### src/rtl/operand_unit_pkg.sv
// Shared decode for the ID-stage operand unit: opcode/funct constants, operand
// select encodings and small decode helpers used by operand_unit.
package operand_unit_pkg;

  localparam logic [5:0] OpSpecial = 6'h00;
  localparam logic [5:0] OpJal     = 6'h03;
  localparam logic [5:0] OpAddi    = 6'h08;
  localparam logic [5:0] OpAddiu   = 6'h09;
  localparam logic [5:0] OpAndi    = 6'h0c;
  localparam logic [5:0] OpOri     = 6'h0d;
  localparam logic [5:0] OpLui     = 6'h0f;
  localparam logic [5:0] OpLb      = 6'h20;
  localparam logic [5:0] OpLw      = 6'h23;
  localparam logic [5:0] OpLbu     = 6'h24;
  localparam logic [5:0] OpSb      = 6'h28;
  localparam logic [5:0] OpSw      = 6'h2b;

  localparam logic [5:0] FnJalr    = 6'h09;

  typedef enum logic [1:0] {Op1Zero, Op1Rs, Op1Link} op1_sel_e;
  typedef enum logic [2:0] {Op2Zero, Op2Rt, Op2Zext, Op2Sext, Op2Lui} op2_sel_e;

  // Op1Rs is returned exactly for the opcodes that read rs, so it doubles as
  // the rs-used flag for hazard detection.
  function automatic op1_sel_e dec_op1(input logic [5:0] op, input logic [5:0] funct);
    op1_sel_e sel;
    case (op)
      OpSpecial: sel = (funct == FnJalr) ? Op1Link : Op1Rs;
      OpJal:     sel = Op1Link;
      OpAddiu, OpLui, OpLb, OpLw, OpLbu, OpSb, OpSw, OpAddi, OpAndi, OpOri: sel = Op1Rs;
      default:   sel = Op1Zero;
    endcase
    return sel;
  endfunction

  function automatic op2_sel_e dec_op2(input logic [5:0] op);
    op2_sel_e sel;
    case (op)
      OpLui:                                       sel = Op2Lui;
      OpAndi, OpOri:                               sel = Op2Zext;
      OpAddiu, OpAddi, OpLb, OpLw, OpLbu, OpSb, OpSw: sel = Op2Sext;
      OpSpecial:                                   sel = Op2Rt;
      default:                                     sel = Op2Zero;
    endcase
    return sel;
  endfunction

  function automatic logic is_store(input logic [5:0] op);
    return (op == OpSb) || (op == OpSw);
  endfunction

  function automatic logic uses_rt(input logic [5:0] op);
    return (op == OpSpecial) || is_store(op);
  endfunction

endpackage

### src/rtl/operand_unit_if.sv
// ID/EX bus for operand_unit: decode fields, register-file values, forwarding
// sources and the EX-side slot handshake.
//   master: decode/forwarding/EX environment (drives id_*, rf_*, fwd_*, ex_ready, flush)
//   slave:  operand_unit (drives id_ready, ex_*, stall_count)
interface operand_unit_if #(
  parameter int unsigned DATA_WIDTH  = 32,
  parameter int unsigned ADDR_WIDTH  = 32,
  parameter int unsigned REG_AW      = 5,
  parameter int unsigned FWD_SRCS    = 3,
  parameter int unsigned STALL_CNT_W = 16
);
  logic                           flush;
  logic                           id_valid;
  logic                           id_ready;
  logic [ADDR_WIDTH-1:0]          id_addr;
  logic [5:0]                     id_op;
  logic [5:0]                     id_funct;
  logic [15:0]                    id_imm;
  logic [REG_AW-1:0]              id_rs;
  logic [REG_AW-1:0]              id_rt;
  logic [DATA_WIDTH-1:0]          rf_data_1;
  logic [DATA_WIDTH-1:0]          rf_data_2;
  logic [FWD_SRCS-1:0]            fwd_we;
  logic [FWD_SRCS-1:0]            fwd_pending;
  logic [FWD_SRCS*REG_AW-1:0]     fwd_addr;
  logic [FWD_SRCS*DATA_WIDTH-1:0] fwd_data;
  logic                           ex_valid;
  logic                           ex_ready;
  logic [DATA_WIDTH-1:0]          ex_operand_1;
  logic [DATA_WIDTH-1:0]          ex_operand_2;
  logic [DATA_WIDTH-1:0]          ex_store_data;
  logic [STALL_CNT_W-1:0]         stall_count;

  modport master (
    output flush, id_valid, id_addr, id_op, id_funct, id_imm, id_rs, id_rt,
           rf_data_1, rf_data_2, fwd_we, fwd_pending, fwd_addr, fwd_data, ex_ready,
    input  id_ready, ex_valid, ex_operand_1, ex_operand_2, ex_store_data, stall_count
  );

  modport slave (
    input  flush, id_valid, id_addr, id_op, id_funct, id_imm, id_rs, id_rt,
           rf_data_1, rf_data_2, fwd_we, fwd_pending, fwd_addr, fwd_data, ex_ready,
    output id_ready, ex_valid, ex_operand_1, ex_operand_2, ex_store_data, stall_count
  );
endinterface

### src/rtl/operand_unit_fwd_resolve.sv
// Priority forwarding match for one source register.
//   idx         register index to resolve (index 0 never matches)
//   rf_data     register-file value, used when no source matches
//   fwd_*       packed forwarding sources, source 0 youngest
//   data        resolved value
//   pending     winning source has not produced its result yet
module operand_unit_fwd_resolve #(
  parameter int unsigned DATA_WIDTH = 32,
  parameter int unsigned REG_AW     = 5,
  parameter int unsigned FWD_SRCS   = 3
) (
  input  logic [REG_AW-1:0]              idx,
  input  logic [DATA_WIDTH-1:0]          rf_data,
  input  logic [FWD_SRCS-1:0]            fwd_we,
  input  logic [FWD_SRCS-1:0]            fwd_pending,
  input  logic [FWD_SRCS*REG_AW-1:0]     fwd_addr,
  input  logic [FWD_SRCS*DATA_WIDTH-1:0] fwd_data,
  output logic [DATA_WIDTH-1:0]          data,
  output logic                           pending
);

  // Walk oldest to youngest so the youngest match is the last assignment.
  always_comb begin
    data    = rf_data;
    pending = 1'b0;
    if (idx != '0) begin
      for (int i = FWD_SRCS - 1; i >= 0; i--) begin
        if (fwd_we[i] && (fwd_addr[i*REG_AW +: REG_AW] == idx)) begin
          data    = fwd_data[i*DATA_WIDTH +: DATA_WIDTH];
          pending = fwd_pending[i];
        end
      end
    end
  end

endmodule

### src/rtl/operand_unit.sv
// ID-stage operand unit: selects register/immediate/link operands, forwards
// from in-flight writeback sources, interlocks on load-use and holds the
// result in a registered ID/EX slot with a valid/ready handshake.
//   clk, rst_n  clock, asynchronous active-low reset
//   bus         operand_unit_if slave: id_* in / id_ready out, rf_* and fwd_* in,
//               ex_ready in / ex_valid, ex_operand_1/2, ex_store_data out,
//               flush in, stall_count out (saturating interlock cycles)
module operand_unit
  import operand_unit_pkg::*;
#(
  parameter int unsigned DATA_WIDTH  = 32,
  parameter int unsigned ADDR_WIDTH  = 32,
  parameter int unsigned REG_AW      = 5,
  parameter int unsigned FWD_SRCS    = 3,
  parameter int unsigned LINK_OFFSET = 8,
  parameter int unsigned STALL_CNT_W = 16
) (
  input logic           clk,
  input logic           rst_n,
  operand_unit_if.slave bus
);

  logic [DATA_WIDTH-1:0]  rs_data, rt_data;
  logic                   rs_pending, rt_pending;
  op1_sel_e               op1_sel;
  op2_sel_e               op2_sel;
  logic                   hazard, accept;
  logic [ADDR_WIDTH-1:0]  link_addr;
  logic [31:0]            lui_word;
  logic [DATA_WIDTH-1:0]  op1_d, op2_d, store_d;

  logic                   ex_valid_q;
  logic [DATA_WIDTH-1:0]  op1_q, op2_q, store_q;
  logic [STALL_CNT_W-1:0] stall_cnt_d, stall_cnt_q;

  operand_unit_fwd_resolve #(
    .DATA_WIDTH (DATA_WIDTH),
    .REG_AW     (REG_AW),
    .FWD_SRCS   (FWD_SRCS)
  ) u_rs_resolve (
    .idx         (bus.id_rs),
    .rf_data     (bus.rf_data_1),
    .fwd_we      (bus.fwd_we),
    .fwd_pending (bus.fwd_pending),
    .fwd_addr    (bus.fwd_addr),
    .fwd_data    (bus.fwd_data),
    .data        (rs_data),
    .pending     (rs_pending)
  );

  operand_unit_fwd_resolve #(
    .DATA_WIDTH (DATA_WIDTH),
    .REG_AW     (REG_AW),
    .FWD_SRCS   (FWD_SRCS)
  ) u_rt_resolve (
    .idx         (bus.id_rt),
    .rf_data     (bus.rf_data_2),
    .fwd_we      (bus.fwd_we),
    .fwd_pending (bus.fwd_pending),
    .fwd_addr    (bus.fwd_addr),
    .fwd_data    (bus.fwd_data),
    .data        (rt_data),
    .pending     (rt_pending)
  );

  assign op1_sel   = dec_op1(bus.id_op, bus.id_funct);
  assign op2_sel   = dec_op2(bus.id_op);
  // Only operands the opcode actually reads can interlock.
  assign hazard    = ((op1_sel == Op1Rs) && rs_pending) || (uses_rt(bus.id_op) && rt_pending);
  assign link_addr = bus.id_addr + ADDR_WIDTH'(LINK_OFFSET);
  assign lui_word  = {bus.id_imm, 16'h0000};

  // rst_n gates id_ready so nothing is accepted while reset is held.
  assign bus.id_ready = rst_n && !hazard && (!ex_valid_q || bus.ex_ready) && !bus.flush;
  assign accept       = bus.id_valid && bus.id_ready;

  always_comb begin
    op1_d = '0;
    case (op1_sel)
      Op1Rs:   op1_d = rs_data;
      Op1Link: op1_d = DATA_WIDTH'(link_addr);
      default: op1_d = '0;
    endcase
  end

  always_comb begin
    op2_d = '0;
    case (op2_sel)
      Op2Lui:  op2_d = DATA_WIDTH'(lui_word);
      Op2Zext: op2_d = DATA_WIDTH'(bus.id_imm);
      Op2Sext: op2_d = DATA_WIDTH'($signed(bus.id_imm));
      Op2Rt:   op2_d = rt_data;
      default: op2_d = '0;
    endcase
  end

  assign store_d = is_store(bus.id_op) ? rt_data : '0;

  always_comb begin
    stall_cnt_d = stall_cnt_q;
    if (bus.id_valid && hazard && !bus.flush && (stall_cnt_q != '1)) begin
      stall_cnt_d = stall_cnt_q + 1'b1;
    end
  end

  // Data registers load only on accept; flush and bubbles drop valid only.
  always_ff @(posedge clk or negedge rst_n) begin
    if (!rst_n) begin
      ex_valid_q  <= 1'b0;
      op1_q       <= '0;
      op2_q       <= '0;
      store_q     <= '0;
      stall_cnt_q <= '0;
    end else begin
      stall_cnt_q <= stall_cnt_d;
      if (bus.flush) begin
        ex_valid_q <= 1'b0;
      end else if (accept) begin
        ex_valid_q <= 1'b1;
        op1_q      <= op1_d;
        op2_q      <= op2_d;
        store_q    <= store_d;
      end else if (bus.ex_ready) begin
        ex_valid_q <= 1'b0;
      end
    end
  end

  assign bus.ex_valid      = ex_valid_q;
  assign bus.ex_operand_1  = op1_q;
  assign bus.ex_operand_2  = op2_q;
  assign bus.ex_store_data = store_q;
  assign bus.stall_count   = stall_cnt_q;

endmodule

### src/flat_wrapper.sv
// flat-port wrapper written by rule: the top's interface ports become plain ports
module operand_unit_flat import operand_unit_pkg::*;
#(
  parameter int unsigned DATA_WIDTH  = 32,
  parameter int unsigned ADDR_WIDTH  = 32,
  parameter int unsigned REG_AW      = 5,
  parameter int unsigned FWD_SRCS    = 3,
  parameter int unsigned LINK_OFFSET = 8,
  parameter int unsigned STALL_CNT_W = 16
)
  (clk, rst_n, bus_flush, bus_id_valid, bus_id_addr, bus_id_op, bus_id_funct, bus_id_imm, bus_id_rs, bus_id_rt, bus_rf_data_1, bus_rf_data_2, bus_fwd_we, bus_fwd_pending, bus_fwd_addr, bus_fwd_data, bus_ex_ready, bus_id_ready, bus_ex_valid, bus_ex_operand_1, bus_ex_operand_2, bus_ex_store_data, bus_stall_count);
  operand_unit_if #(.DATA_WIDTH(DATA_WIDTH), .ADDR_WIDTH(ADDR_WIDTH), .REG_AW(REG_AW), .FWD_SRCS(FWD_SRCS), .STALL_CNT_W(STALL_CNT_W)) bus_i ();
  input logic clk;
  input logic rst_n;
  input wire logic [$bits(bus_i.flush)-1:0] bus_flush;
  input wire logic [$bits(bus_i.id_valid)-1:0] bus_id_valid;
  input wire logic [$bits(bus_i.id_addr)-1:0] bus_id_addr;
  input wire logic [$bits(bus_i.id_op)-1:0] bus_id_op;
  input wire logic [$bits(bus_i.id_funct)-1:0] bus_id_funct;
  input wire logic [$bits(bus_i.id_imm)-1:0] bus_id_imm;
  input wire logic [$bits(bus_i.id_rs)-1:0] bus_id_rs;
  input wire logic [$bits(bus_i.id_rt)-1:0] bus_id_rt;
  input wire logic [$bits(bus_i.rf_data_1)-1:0] bus_rf_data_1;
  input wire logic [$bits(bus_i.rf_data_2)-1:0] bus_rf_data_2;
  input wire logic [$bits(bus_i.fwd_we)-1:0] bus_fwd_we;
  input wire logic [$bits(bus_i.fwd_pending)-1:0] bus_fwd_pending;
  input wire logic [$bits(bus_i.fwd_addr)-1:0] bus_fwd_addr;
  input wire logic [$bits(bus_i.fwd_data)-1:0] bus_fwd_data;
  input wire logic [$bits(bus_i.ex_ready)-1:0] bus_ex_ready;
  output wire logic [$bits(bus_i.id_ready)-1:0] bus_id_ready;
  output wire logic [$bits(bus_i.ex_valid)-1:0] bus_ex_valid;
  output wire logic [$bits(bus_i.ex_operand_1)-1:0] bus_ex_operand_1;
  output wire logic [$bits(bus_i.ex_operand_2)-1:0] bus_ex_operand_2;
  output wire logic [$bits(bus_i.ex_store_data)-1:0] bus_ex_store_data;
  output wire logic [$bits(bus_i.stall_count)-1:0] bus_stall_count;
  assign bus_i.flush = bus_flush;
  assign bus_i.id_valid = bus_id_valid;
  assign bus_i.id_addr = bus_id_addr;
  assign bus_i.id_op = bus_id_op;
  assign bus_i.id_funct = bus_id_funct;
  assign bus_i.id_imm = bus_id_imm;
  assign bus_i.id_rs = bus_id_rs;
  assign bus_i.id_rt = bus_id_rt;
  assign bus_i.rf_data_1 = bus_rf_data_1;
  assign bus_i.rf_data_2 = bus_rf_data_2;
  assign bus_i.fwd_we = bus_fwd_we;
  assign bus_i.fwd_pending = bus_fwd_pending;
  assign bus_i.fwd_addr = bus_fwd_addr;
  assign bus_i.fwd_data = bus_fwd_data;
  assign bus_i.ex_ready = bus_ex_ready;
  assign bus_id_ready = bus_i.id_ready;
  assign bus_ex_valid = bus_i.ex_valid;
  assign bus_ex_operand_1 = bus_i.ex_operand_1;
  assign bus_ex_operand_2 = bus_i.ex_operand_2;
  assign bus_ex_store_data = bus_i.ex_store_data;
  assign bus_stall_count = bus_i.stall_count;
  operand_unit #(.DATA_WIDTH(DATA_WIDTH), .ADDR_WIDTH(ADDR_WIDTH), .REG_AW(REG_AW), .FWD_SRCS(FWD_SRCS), .LINK_OFFSET(LINK_OFFSET), .STALL_CNT_W(STALL_CNT_W)) u_core (.clk(clk), .rst_n(rst_n), .bus(bus_i));
endmodule
### config.mk
export PLATFORM = sky130hd
export DESIGN_NAME = operand_unit_flat
export DESIGN_NICKNAME = d
export VERILOG_FILES = /design/src/rtl/operand_unit_pkg.sv /design/src/rtl/operand_unit_if.sv /design/src/rtl/operand_unit_fwd_resolve.sv /design/src/rtl/operand_unit.sv /design/src/flat_wrapper.sv
export SDC_FILE = /design/constraint.sdc
export NUM_CORES = 1
export LEC_CHECK = 0
export BUFFER_PORTS_ARGS = -buffer_cell sky130_fd_sc_hd__clkbuf_2
export CORE_MARGIN = 4
export CORE_UTILIZATION = 52
export CTS_BUF_LIST = sky130_fd_sc_hd__clkbuf_8
export CTS_CLUSTER_SIZE = 12
export DETAILED_ROUTE_END_ITERATION = 8
export GPL_ROUTABILITY_DRIVEN = 0
export GPL_TIMING_DRIVEN = 0
export MAX_ROUTING_LAYER = met4
export PLACE_DENSITY_LB_ADDON = 0.08
export SLEW_MARGIN = 20
export SYNTH_ARGS = -nofsm -noshare
export SYNTH_HDL_FRONTEND = slang
export SYNTH_HIERARCHICAL = 1
export SYNTH_SLANG_ARGS = --single-unit
### constraint.sdc
create_clock -name clk -period 2.6 [get_ports clk]
set_input_delay 0.52 -clock clk [delete_from_list [all_inputs] [get_ports clk]]
set_output_delay 0.52 -clock clk [all_outputs]
set_load 0.01 [all_outputs]
Word level (Yosys, flattened, before mapping). Index checks and enable logic that the tools add are counted. Widths: inputs -> output; s select.

$add $sub $neg: 2. Equal/unequal tests: 25. Mux-type cells: 25. Bitwise operators: 1. Reductions and logical operators: 30.

Operators by type and width (count): $mux 32 (9); $pmux 32 s4 (1); $pmux 32 s2 (1); $eq 6x4->1 const B (6); $add 32x4->32 const B (1); $eq 5x5->1 (6); $eq 6x6->1 const B (5); $add 16x1->16 const B (1); $ne 16x16->1 const B (1); $logic_and 1x1->1 (15); $pmux 3 s4 (1); $mux 1 (11); $reduce_bool 5->1 (2); $reduce_or 10->1 (1); $reduce_or 7->1 (1); $eq 3x2->1 const B (2); $eq 6x2->1 const B (1); $logic_not 6->1 (1); $pmux 2 s3 (1); $logic_or 1x1->1 (4); $eq 3x1->1 const B (1); $eq 3x3->1 const B (1); $logic_not 1->1 (3); $reduce_bool 3->1 (1); other kinds (6) (6).

Register bits after elaboration: 113. Output and inout bits: 114. Logic and storage cells: 88.

Depth between registers and ports, before layout. Gate-level depths: netlist of the first run.

Word-level depth: 15. Depth in mapped cells: 14.

By module. Netlist of the first run, hierarchy kept.

Modules (own cells, without submodules): operand_unit (times used 1, cells each 619, area each 5805.6 um^2); operand_unit_fwd_resolve (times used 2, cells each 258, area each 1919.3 um^2).

Worst setup path after synthesis of the first run. Ideal clock, no wire load.

Kind: input port to flip-flop. From: input port bus_id_rt[2]. To: register u_core.stall_cnt_q[14] (netlist: u_core/bus.stall_count[14]). Data arrival time: 2988 ps. Setup slack: -467 ps. Cell stages on the path: 13. Path through: xnor2_1 and4_4 and2_4 buf_6 buf_6 nand3_1 a221oi_1 nor3b_1 o21ai_0 or4_1 buf_6 nor4_4 xor2_1.

Word-level cells in the longest chain between the ends: 11.

Ends and longest elaborated chain: from (decl) (line flat_wrapper.sv:22) `input wire logic [$bits(bus_i.id_rt)-1:0] bus_id_rt;`; $eq 5x5->1 (line operand_unit_fwd_resolve.sv:28) `if (fwd_we[i] && (fwd_addr[i*REG_AW +: REG_AW] == idx)) begin`; $logic_and 1x1->1 (line operand_unit_fwd_resolve.sv:28); $mux 1 (3 in a row) (line operand_unit_fwd_resolve.sv:28); $mux 1 * (line operand_unit_fwd_resolve.sv:26) `if (idx != '0) begin`; net u_core.rt_pending (line operand_unit.sv:24) `logic rs_pending, rt_pending;`; $logic_and 1x1->1 * (line operand_unit.sv:69) `assign hazard = ((op1_sel == Op1Rs) && rs_pending) || (uses_rt(bus.id_op) && rt_pending);`; $logic_or 1x1->1 * (line operand_unit.sv:69); $logic_and 1x1->1 * (3 in a row) (line operand_unit.sv:101) `if (bus.id_valid && hazard && !bus.flush && (stall_cnt_q != '1)) begin`; to (signal assigned) (line operand_unit.sv:115) `stall_cnt_q <= stall_cnt_d;`; to (decl) (line operand_unit.sv:34) `logic [STALL_CNT_W-1:0] stall_cnt_d, stall_cnt_q;`.

Mark *: on every way through the listed nets, which the timed path passes. The rest lies on a longest branch. A chain may end at the register's enable or synchronous reset.

Final worst setup path of the first run.
From: input port bus_id_rt[3]. To: output port bus_id_ready.

Word-level cells in the longest chain between the ends: 12.

Ends and longest elaborated chain: $eq 5x5->1 (line operand_unit_fwd_resolve.sv:28); $logic_and 1x1->1 (line operand_unit_fwd_resolve.sv:28); $mux 1 (3 in a row) (line operand_unit_fwd_resolve.sv:28); $mux 1 * (line operand_unit_fwd_resolve.sv:26); net u_core.rt_pending (line operand_unit.sv:24); $logic_and 1x1->1 * (line operand_unit.sv:69); $logic_or 1x1->1 * (line operand_unit.sv:69); $logic_not 1->1 * (line operand_unit.sv:74) `assign bus.id_ready = rst_n && !hazard && (!ex_valid_q || bus.ex_ready) && !bus.flush;`; $logic_and 1x1->1 * (3 in a row) (line operand_unit.sv:74); to (decl) (line flat_wrapper.sv:30) `output wire logic [$bits(bus_i.id_ready)-1:0] bus_id_ready;`.

Marked as above.

==> results_dict.tcl, run 1 <==
set metrics [dict create \
    p_sw_w 0.001690 \
    slowest_delay_ns 0.40 \
    clkPwrFrac_pct 35.5 \
    path_max_fanout 4 \
    async_flop_share_pct 100.0 \
    reg2reg_to "u_core/bus.stall_count[4]" \
    ios 370 \
    yosys-top-cells-count "nor2_1 (123), nand2_1 (119), dfrtp_1 (113)" \
    clkLatencyLatePin_ns 0.45 \
    synth_cells 1135 \
    critPathKind "input port to output port" \
    synth_top_area_share_pct 29.32 \
    min_period_over_period_pct 111.5 \
    r2r_setup_slack_ns 0.55 \
    synth.distinct_cells 59 \
    p_sw_share_pct 32.74 \
    first_global_vias 11200 \
    tns_ns -6.863 \
    p_comb_share_pct 27.5 \
    slew_headroom_pct 41.54 \
    setup_slack_ns -0.2985 \
    vdd_drop_max_v 0.0003164 \
    routed_wl_mm 43.25 \
    drt_iter0_drc 1604 \
    grt_antenna_before_repair 5 \
    die_y_um 144.2 \
    dominantRegCellSynth "dfrtp_1" \
    reg2reg_depth 7 \
    ys_warn_count 6 \
    seqPwrFrac_pct 36.9 \
    syn2layout_area_growth_pct 35.70 \
    hold_violations 0 \
    ant_nets 0 \
    drive_gt1_share_pct 42.20 \
    drc 0 \
    setup_viol 80 \
    die_x_um 144.2 \
    synth.area.top_cells "dfrtp_1 (29%), o31ai_2 (7.8%), and3_1 (5.8%)" \
    cp-end-kind "output port" \
    status "finished, violations left" \
    whs_ns 0.09793 \
    synth_nets 1395 \
    arrival_ns 2.38 \
    first_pass_iters 8 \
    cp.required_ns 2.08 \
    io_buffers 368 \
    vias 11690 \
    cts_max_path_buffers 2 \
    violations "setup timing" \
    totalPowerFinal_w 0.005162 \
    core.rowCount 49 \
    cellPowerDensity_nw_per_um2 394.4 \
    netlist_area_um2 9644 \
    grt_max_degree 93 \
    fin_crit_ns 2.899 \
    power.internal_w 0.003471 \
    worst_pin_slew_ns 0.8697 \
    yosysTopAreaCell "dfrtp_1" \
    nNetsFinal 1804 \
    hold_path.class "input port to async pin" \
    cp-start-kind "input port" \
    track_usage_pct 40.70 \
    cts_root_buf "clkbuf_8" \
    leakagePower_nw 6.457 \
    vias_per_cell 6.525 \
    h-tree-depth 4 \
    fin_area_um2 13090 \
    core_um2 18090 \
    fin_skew_ns 0.01181 \
    placed_area_um2 11910 \
    grt_pass1_wl_mm 63.16 \
    grt-ovfl-total 0 \
    numCtsBuffers 17 \
    synth_most_common_cell "nor2_1" \
    dp_hpwl_mm 32.95 \
    cp_slowest_cell "a221oi_4" \
    path_cells "buf_8 -> xor2_2 -> nor4_2 -> and3_1 -> buf_6 -> a21oi_4 -> a221oi_4 -> nand2_2 -> nor2_2 -> nor3_2 -> clkbuf_2" \
    synth_area_per_cell_um2 8.497 \
    timing.rr.start "u_core/bus.stall_count[1]" \
    clk_pin_slew_ns 0.08 \
    finalMaxSlewViolations 0 \
    die_area_um2 20790 \
    grt_setup_unrepaired "true" \
    drv_cap 0 \
    max_freq_ghz 0.3450 \
    fin_util_pct 72.36 \
    clock_sink_count 113 \
    synth_edf_count 0 \
    initial_utilization_pct 53.32 \
    seq_area_frac_synth_pct 29.32 \
    synth-seq-cells 113 \
    wl_per_cell_um 24.13 \
    cts_tree "done" \
]
[kinds of logic (layout without fill, tap and decap cells)]
kind of cell	after synthesis	count (layout)	synth area share (%)
AND/OR/NAND/NOR	463	463	23.99
XOR/XNOR	71	71	6.448
flip-flops	113	113	29.32
other	0	6	0
adder cells (fa/ha/maj)	4	4	0.5190
multiplexers	1	1	0.1168
AO/OA/AOI/OAI	368	368	33.41
buffers and inverters	115	537	6.201
[sequential cells by signal (all words and copies together), names as in the netlist]
register                  cells
u_core/bus.ex_operand_2      32
u_core/bus.stall_count       16
u_core/bus.ex_operand_1      32
u_core/bus.ex_valid           1
u_core/bus.ex_store_data     32
[power groups by stage]
stage               sequential (W)  clock (W)  combinational [W]
CTS                        0.00191    0.00185            0.00135
finish                     0.00191    0.00183            0.00142
global placement           0.00194          0            0.00127
global route               0.00191    0.00193            0.00150
detailed placement         0.00194          0            0.00129
floorplan                  0.00197          0           0.000600
[layout make-up]
type,count,area [um^2]
Multi-Input combinational cell,907,6641
Fill cell,1445,4999
Sequential cell,113,2828
Timing Repair Buffer,394,2176
Buffer,102,668.1
Clock buffer,21,289.0
Tap cell,229,286.5
Clock inverter,11,150.1
Inverter,9,33.78
Antenna cell,6,15.01
[critical path: cells and delay by family]
family | cells | cell delay (ns)
and+or+nand+nor | 5 | 0.91
buffers and inverters | 3 | 0.34
xor gates and xnor gates | 1 | 0.17
AOI/OAI and AO/OA | 2 | 0.44
[per-layer routing]
metal	up-vias	routed length, um	track usage (%)
met5	-	0	-
met4	0	2783	19.78
met2	992	19530	64.33
li1	5101	-	-
met3	220	5295	7.937
met1	5380	15640	50.08
[how the worst max path moves through the flow]
stage | cells past startpoint | slack, ns | start | endpoint
6_report | 11 | -0.30 | bus_id_rt[3] | bus_id_ready
5_1_grt | 11 | -0.33 | bus_id_rt[3] | bus_id_ready
4_1_cts | 11 | -0.20 | bus_fwd_addr[3] | bus_id_ready
3_5_place_dp | 15 | -1.17 | bus_id_rs[3] | u_core/bus.ex_operand_1[1]
3_3_place_gp | 7 | -1.75 | rst_n | u_core/bus.ex_store_data[30]
2_1_floorplan | 13 | -0.29 | bus_id_rs[0] | u_core/bus.stall_count[9]
[stage by stage]
| stage | setup slack [ns] | cells |
|---|---|---|
| after floorplan | -0.2855 | 1135 |
| after global placement | -1.752 | 1732 |
| after detailed placement | -1.168 | 1733 |
| after CTS | -0.2049 | 1779 |
| after global routing | -0.3290 | 1791 |
| final | -0.2985 | 1792 |
[cell usage in the layout, fill, tap and decap left out, types with 7 or more instances in the layout]
| cell | count |
|---|---|
| buf_4 | 23 |
| a221oi_1 | 32 |
| nor3_4 | 8 |
| buf_2 | 17 |
| nand2_1 | 115 |
| and3_1 | 89 |
| nor2_1 | 117 |
| xnor2_2 | 7 |
| xor2_1 | 25 |
| buf_6 | 24 |
| o31ai_2 | 60 |
| o31ai_1 | 14 |
| xnor2_1 | 35 |
| clkbuf_2 | 364 |
| a31oi_1 | 67 |
| a21boi_0 | 54 |
| clkbuf_8 | 27 |
| nand3_1 | 52 |
| dfrtp_1 | 113 |
| inv_1 | 9 |
| a211oi_1 | 26 |
| o21ai_0 | 15 |
| a221o_1 | 11 |
| a22o_1 | 14 |
| nor3_1 | 7 |
| a22oi_1 | 10 |
| nor2_4 | 7 |
| nand4_1 | 15 |
| clkbuf_1 | 42 |
| a211oi_2 | 40 |
[repair_timing]
item | 4_1_cts | 5_1_grt
endpoints found under the hold margin | 23 | 0
gates resized for setup | 74 | 65
setup endpoints to repair | 114 | 114
cloned | 1 | 0
pin swaps | 27 | 26
hold buffers | 1 | 0
setup buffers | 14 | 9
(Power assumes the default switching activity.)
==> inputs of run 2 (changes only) <==
ABC_AREA = 1   (was default)
CORE_UTILIZATION = 54   (was 52)
==> results_dict.tcl, run 2 <==
set metrics [dict create \
    critPathKind "input port to output port" \
    core_um2 20430 \
    synth.area.top_cells "nand2_1 (28%), dfrtp_1 (25%), inv_1 (11%)" \
    placedCellCount 2695 \
    p_comb_share_pct 28.8 \
    layout_common_cells "nand2_1 (831), clkbuf_2 (366), inv_1 (345)" \
    leakagePower_nw 8.853 \
    cp_slowest_cell "o211ai_1" \
    numCtsBuffers 17 \
    p_sw_share_pct 36.47 \
    drt_iter0_drc 1724 \
    ys_warn_count 6 \
    die_y_um 153 \
    async_flop_share_pct 100.0 \
    cts_root_buf "clkbuf_8" \
    cellPowerDensity_nw_per_um2 343.4 \
    slowest_delay_ns 0.32 \
    violations "setup timing" \
    synth_area_per_cell_um2 5.525 \
    h-tree-depth 4 \
    seqPwrFrac_pct 37.5 \
    grt-ovfl-total 0 \
    finalNonFillerCells 2766 \
    clk_pin_slew_ns 0.09 \
    yosysTopAreaCell "nand2_1" \
    arrival_ns 2.20 \
    dominantRegCellSynth "dfrtp_1" \
    mostFrequentLayoutCell "nand2_1" \
    synth_cells 2055 \
    wl_per_cell_um 16.60 \
    cp-end-kind "output port" \
    fin_skew_ns 0.01897 \
    path_cells "clkbuf_2 -> inv_1 -> o211ai_1 -> nand3_2 -> buf_8 -> inv_1 -> nand3_2 -> ha_4 -> nand2_2 -> nand3_1 -> inv_2 -> clkbuf_2" \
    vias_per_cell 5.360 \
    grt_antenna_before_repair 14 \
    clock_sink_count 113 \
    path_max_fanout 10 \
    dp_hpwl_mm 36.39 \
    initial_utilization_pct 55.57 \
    fillerInstances 1929 \
    cts_max_path_buffers 2 \
    seq_area_frac_synth_pct 24.91 \
    synth-seq-cells 113 \
    first_global_vias 13380 \
    routed_wl_mm 45.92 \
    first_pass_iters 9 \
    clkPwrFrac_pct 33.7 \
    p_sw_w 0.001800 \
    synth_nets 2315 \
    worst_pin_slew_ns 0.5651 \
    finalMaxSlewViolations 0 \
    setup_slack_ns -0.1194 \
    die_x_um 153 \
    hold_path.class "input port to async pin" \
    grt_pass1_wl_mm 69.10 \
    io_buffers 369 \
    synth_top_area_share_pct 27.61 \
    synth.distinct_cells 41 \
    track_usage_pct 38.01 \
    synth_edf_count 0 \
    ios 370 \
    vias 14830 \
    fin_crit_ns 2.719 \
    slew_headroom_pct 62.33 \
    grt_max_degree 89 \
    clkLatencyLatePin_ns 0.45 \
    nNetsFinal 2729 \
    yosys-top-cells-count "nand2_1 (835), inv_1 (346), nor2_1 (175)" \
    grt_setup_unrepaired "true" \
    status "finished, violations left" \
    synth_most_common_cell "nand2_1" \
    power.internal_w 0.003136 \
    min_period_over_period_pct 104.6 \
    core.rowCount 52 \
    drv_cap 0 \
    max_freq_ghz 0.3677 \
    drc 0 \
    cp.required_ns 2.08 \
    drive_gt1_share_pct 23.97 \
    hold_violations 0 \
    syn2layout_area_growth_pct 26.64 \
    netlist_area_um2 11350 \
    vdd_drop_max_v 0.0002684 \
    setup_viol 1 \
    cp-start-kind "input port" \
    tns_ns -0.1194 \
    cts_tree "done" \
    ant_nets 0 \
    die_area_um2 23410 \
    whs_ns 0.08886 \
]
==> run 2: cell types whose count changed in the layout (fill, tap and decap cells not counted), moves of 32 or more <==
cell,delta
a211oi_2,-40
a21boi_0,-38
a21oi_1,+62
a221oi_1,-32
a31oi_1,-66
and3_1,-89
inv_1,+336
nand2_1,+716
nand3_1,+74
nand4_1,+57
nor2_1,+57
nor2_2,+41
o21ai_0,+48
o31ai_2,-60
==> run 2: per-stage QoR <==
step	power [W]	worst slack [ns]	cell area [um^2]	util (%)
after floorplan	0.002579	0.04188	11350	-
after global placement	0.003169	-1.485	13540	66.27
after detailed placement	0.003200	-0.9236	13570	66.44
after CTS	0.004875	-0.07796	14160	69.32
after global routing	0.005153	-0.1357	14380	70.38
final	0.004937	-0.1194	14380	70.38
==> run 2: power groups by stage <==
stage / clock network, W / logic, W / registers (W)
finish: 0.00166 / 0.00142 / 0.00185
floorplan: 0 / 0.000674 / 0.00191
global route: 0.00175 / 0.00155 / 0.00186
global placement: 0 / 0.00129 / 0.00188
detailed placement: 0 / 0.00132 / 0.00188
CTS: 0.00167 / 0.00135 / 0.00185
==> run 2: final timing paths <==
path / startpoint / end / slack [ns] / cells after the start
worst max-delay path: bus_id_op[2] / bus_id_ready / -0.12 / 12
min in group clk: bus_ex_ready / u_core/bus.ex_valid / 0.27 / 2
worst max register to register: u_core/bus.stall_count[0] / u_core/bus.stall_count[11] / 0.52 / 7
max in group asynchronous: rst_n / u_core/bus.ex_store_data[22] / 1.79 / 3
worst min register to register: u_core/bus.ex_operand_1[31] / u_core/bus.ex_operand_1[31] / 0.48 / 2
worst min-delay path: rst_n / u_core/bus.ex_store_data[29] / 0.09 / 2
==> run 2: metal layers <==
metal	GRT usage, %	part of all wire, %
met5	-	0
met4	18.41	5.3
met3	7.860	12
met2	60.67	46
met1	46.07	37
==> run 2: area by class of cell <==
type	instances	area [um^2]	area share [%]
Multi-Input combinational cell	1479	6629	46.11
Sequential cell	113	2828	19.67
Timing Repair Buffer	402	2143	14.91
Inverter	358	1344	9.346
Buffer	98	673.1	4.682
Tap cell	270	337.8	2.350
Clock buffer	19	261.5	1.819
Clock inverter	13	126.4	0.8789
Antenna cell	14	35.03	0.2437
==> run 2: kinds of logic after synthesis <==
logic type	count (synthesis)	share of synthesized area, %
fa+ha+maj	4	0.4408
compound gates	174	8.464
simple gates	1286	47.60
xor+xnor	15	1.157
buf+inv	463	17.43
flops	113	24.91
==> run 2: repair_timing <==
action,4_1_cts,5_1_grt
gates cloned,0,0
setup endpoints to repair,113,17
buffers inserted,11,19
pin swaps,8,14
hold buffers,2,0
hold endpoints to repair,26,0
gates resized for setup,30,16
==> run 2: worst max-delay path, delay by kind of cell <==
family                     cells  cell delay (ns)
AOI/OAI and AO/OA              1             0.32
adders and majority gates      1             0.19
buffers and inverters          6             0.69
and+or+nand+nor                4             0.47
==> inputs of run 3 (changes only) <==
CORE_UTILIZATION = 52   (was 54)
SYNTH_HIERARCHICAL = default   (was 1)
==> results_dict.tcl, run 3 <==
set metrics [dict create \
    status "finished, violations left" \
    violations "setup timing" \
    dr_wl_met2_mm 19.89 \
    leakagePower_nw 7.900 \
    finalMaxSlewViolations 0 \
    critPathKind "input port to output port" \
    r2r_setup_slack_ns 0.48 \
    seq_area_frac_synth_pct 27.60 \
    wl_per_cell_um 18.41 \
    timing.rr.start "u_core.bus.stall_count[0]" \
    cellPowerDensity_nw_per_um2 372.6 \
    multi_input_area_um2 6643 \
    worst_pin_slew_ns 0.5834 \
    path_max_fanout 5 \
    cts_tree "done" \
    dominantRegCellSynth "dfrtp_1" \
    synth-seq-cells 113 \
    cts_root_buf "clkbuf_8" \
    die_y_um 148.4 \
    yosysTopAreaCell "nand2_1" \
    grt_antenna_before_repair 4 \
    async_flop_share_pct 100.0 \
    setup_slack_ns -0.1541 \
    drc 0 \
    fin_crit_ns 2.754 \
    synth.area.top_cells "nand2_1 (29%), dfrtp_1 (28%), nand3_1 (15%)" \
    nNetsFinal 2492 \
    synth_cells 1820 \
    cp-end-kind "output port" \
    reg2reg_to "u_core.bus.stall_count[10]" \
    dr_wl_met3_mm 5.743 \
    die_area_um2 22010 \
    grt_pass1_wl_mm 69.77 \
    cp-start-kind "input port" \
    yosys-top-cells-count "nand2_1 (791), nand3_1 (304), nor2_1 (172)" \
    dp_hpwl_mm 36.18 \
    setup_viol 1 \
    wl_met1_mm 17.21 \
    synth_edf_count 0 \
    hold_path.class "input port to async pin" \
    highest_layer "met4" \
    grt-ovfl-total 0 \
    netlist_area_um2 10240 \
    track_usage_pct 41.87 \
    fin_util_pct 68.46 \
    grt_setup_unrepaired "true" \
    min_period_over_period_pct 105.9 \
    fillerInstances 1872 \
    clk_pin_slew_ns 0.08 \
    core.rowCount 51 \
    h-tree-depth 4 \
    tns_ns -0.1541 \
    synth_top_area_share_pct 28.98 \
    drt_iter0_drc 1798 \
    first_global_vias 13090 \
    reg2reg_depth 10 \
    synth.distinct_cells 36 \
    synth_nets 2080 \
    vias_per_cell 5.679 \
    synth_most_common_cell "nand2_1" \
    cts_max_path_buffers 2 \
    mostFrequentLayoutCell "nand2_1" \
    ios 370 \
    io_buffers 369 \
    synth_area_per_cell_um2 5.629 \
    arrival_ns 2.23 \
    hold_violations 0 \
    fin_skew_ns 0.01096 \
    layout_common_cells "nand2_1 (787), clkbuf_2 (365), nand3_1 (300)" \
    syn2layout_area_growth_pct 29.63 \
    slew_headroom_pct 60.93 \
    cp.required_ns 2.08 \
    numCtsBuffers 17 \
    grt_max_degree 94 \
    vias 14280 \
    max_freq_ghz 0.3631 \
    ant_nets 0 \
    die_x_um 148.4 \
    clkLatencyLatePin_ns 0.46 \
    seq_area_um2 2828 \
    drv_cap 0 \
    clock_sink_count 113 \
    ys_warn_count 0 \
    initial_utilization_pct 52.81 \
    first_pass_iters 9 \
    vdd_drop_max_v 0.0002857 \
    drive_gt1_share_pct 24.23 \
    routed_wl_mm 46.29 \
    core_um2 19400 \
]
==> run 3: cell type report <==
type                       instances  share of cell area (%)
timing repair buffer             395                   16.13
tap                              265                   2.497
sequential                       113                   21.29
inverter                         125                   3.561
clock buffer                      18                   1.865
antenna                            4                 0.07537
multi-input combinational       1489                   50.02
clock inverter                    14                   1.159
buffer                            91                   3.401
==> run 3: report_power, final <==
part / leakage [nW] / switching (W) / internal [W]
clock: 0.197 / 0.000895 / 0.000890
sequential: 1.56 / 0.0000408 / 0.00182
combinational: 6.14 / 0.000838 / 0.000467
total: 7.90 / 0.00177 / 0.00317
==> run 3: worst max-delay path, cell delays in order <==
cell and delay (ns):
buf_12 0.12, nor2_4 0.14, inv_2 0.06, o21ai_2 0.14
nand2_2 0.10, o2111ai_4 0.10, nor2_2 0.05, o21a_1 0.16
inv_1 0.08, ha_2 0.20, nand2_2 0.06, nor2_2 0.13
nand2_2 0.11, nand3_2 0.10, inv_2 0.04, buf_6 0.11
==> run 3: timing repair <==
action                                  4_1_cts  5_1_grt
gates resized for setup                      33       29
pin swaps                                    12       11
endpoints found under the setup margin      112       94
hold buffers                                  1        0
buffers inserted                             15        9
endpoints found under the hold margin        21        0
==> run 3: through the flow <==
stage / total power [W] / hold WS (ns) / std cells / instance area [um^2] / setup WS (ns)
2_1_floorplan: 0.002496 / 0.2244 / 1820 / 10260 / 0.01068
3_3_place_gp: 0.003062 / 0.4631 / 2454 / 12440 / -1.475
3_5_place_dp: 0.003089 / 0.4035 / 2455 / 12480 / -0.8707
4_1_cts: 0.004866 / 0.1022 / 2502 / 13150 / -0.08178
5_1_grt: 0.005134 / 0.1045 / 2514 / 13280 / -0.1835
6_report: 0.004949 / 0.05644 / 2514 / 13280 / -0.1541
==> run 3: cells by family (layout without fill, tap and decap cells) <==
logic type	count (synthesis)	after routing	synth area share [%]
AOI/OAI and AO/OA	109	109	5.557
xor gates and xnor gates	16	16	1.368
adders and majority gates	4	4	0.4885
buffers and inverters	218	643	8.842
DFF	113	113	27.60
other	0	4	0
and+or+nand+nor	1360	1360	56.14
==> run 3: routing by layer <==
metal	GRT usage, %	vias to the layer above
met5	-	-
met1	53.16	6353
met2	62.71	1065
li1	-	6628
met4	23.83	0
met3	8.166	231
==> run 3: worst max-delay path by stage <==
stage,cells after the start,slack [ns],endpoint,from
finish,16,-0.15,bus_id_ready,bus_id_op[1]
global route,16,-0.18,bus_id_ready,bus_id_op[1]
CTS,16,-0.08,bus_id_ready,bus_id_op[2]
detailed placement,17,-0.87,u_core.bus.ex_store_data[11],bus_id_op[1]
global placement,7,-1.47,u_core.bus.ex_store_data[4],rst_n
floorplan,13,0.01,bus_id_ready,bus_id_op[5]
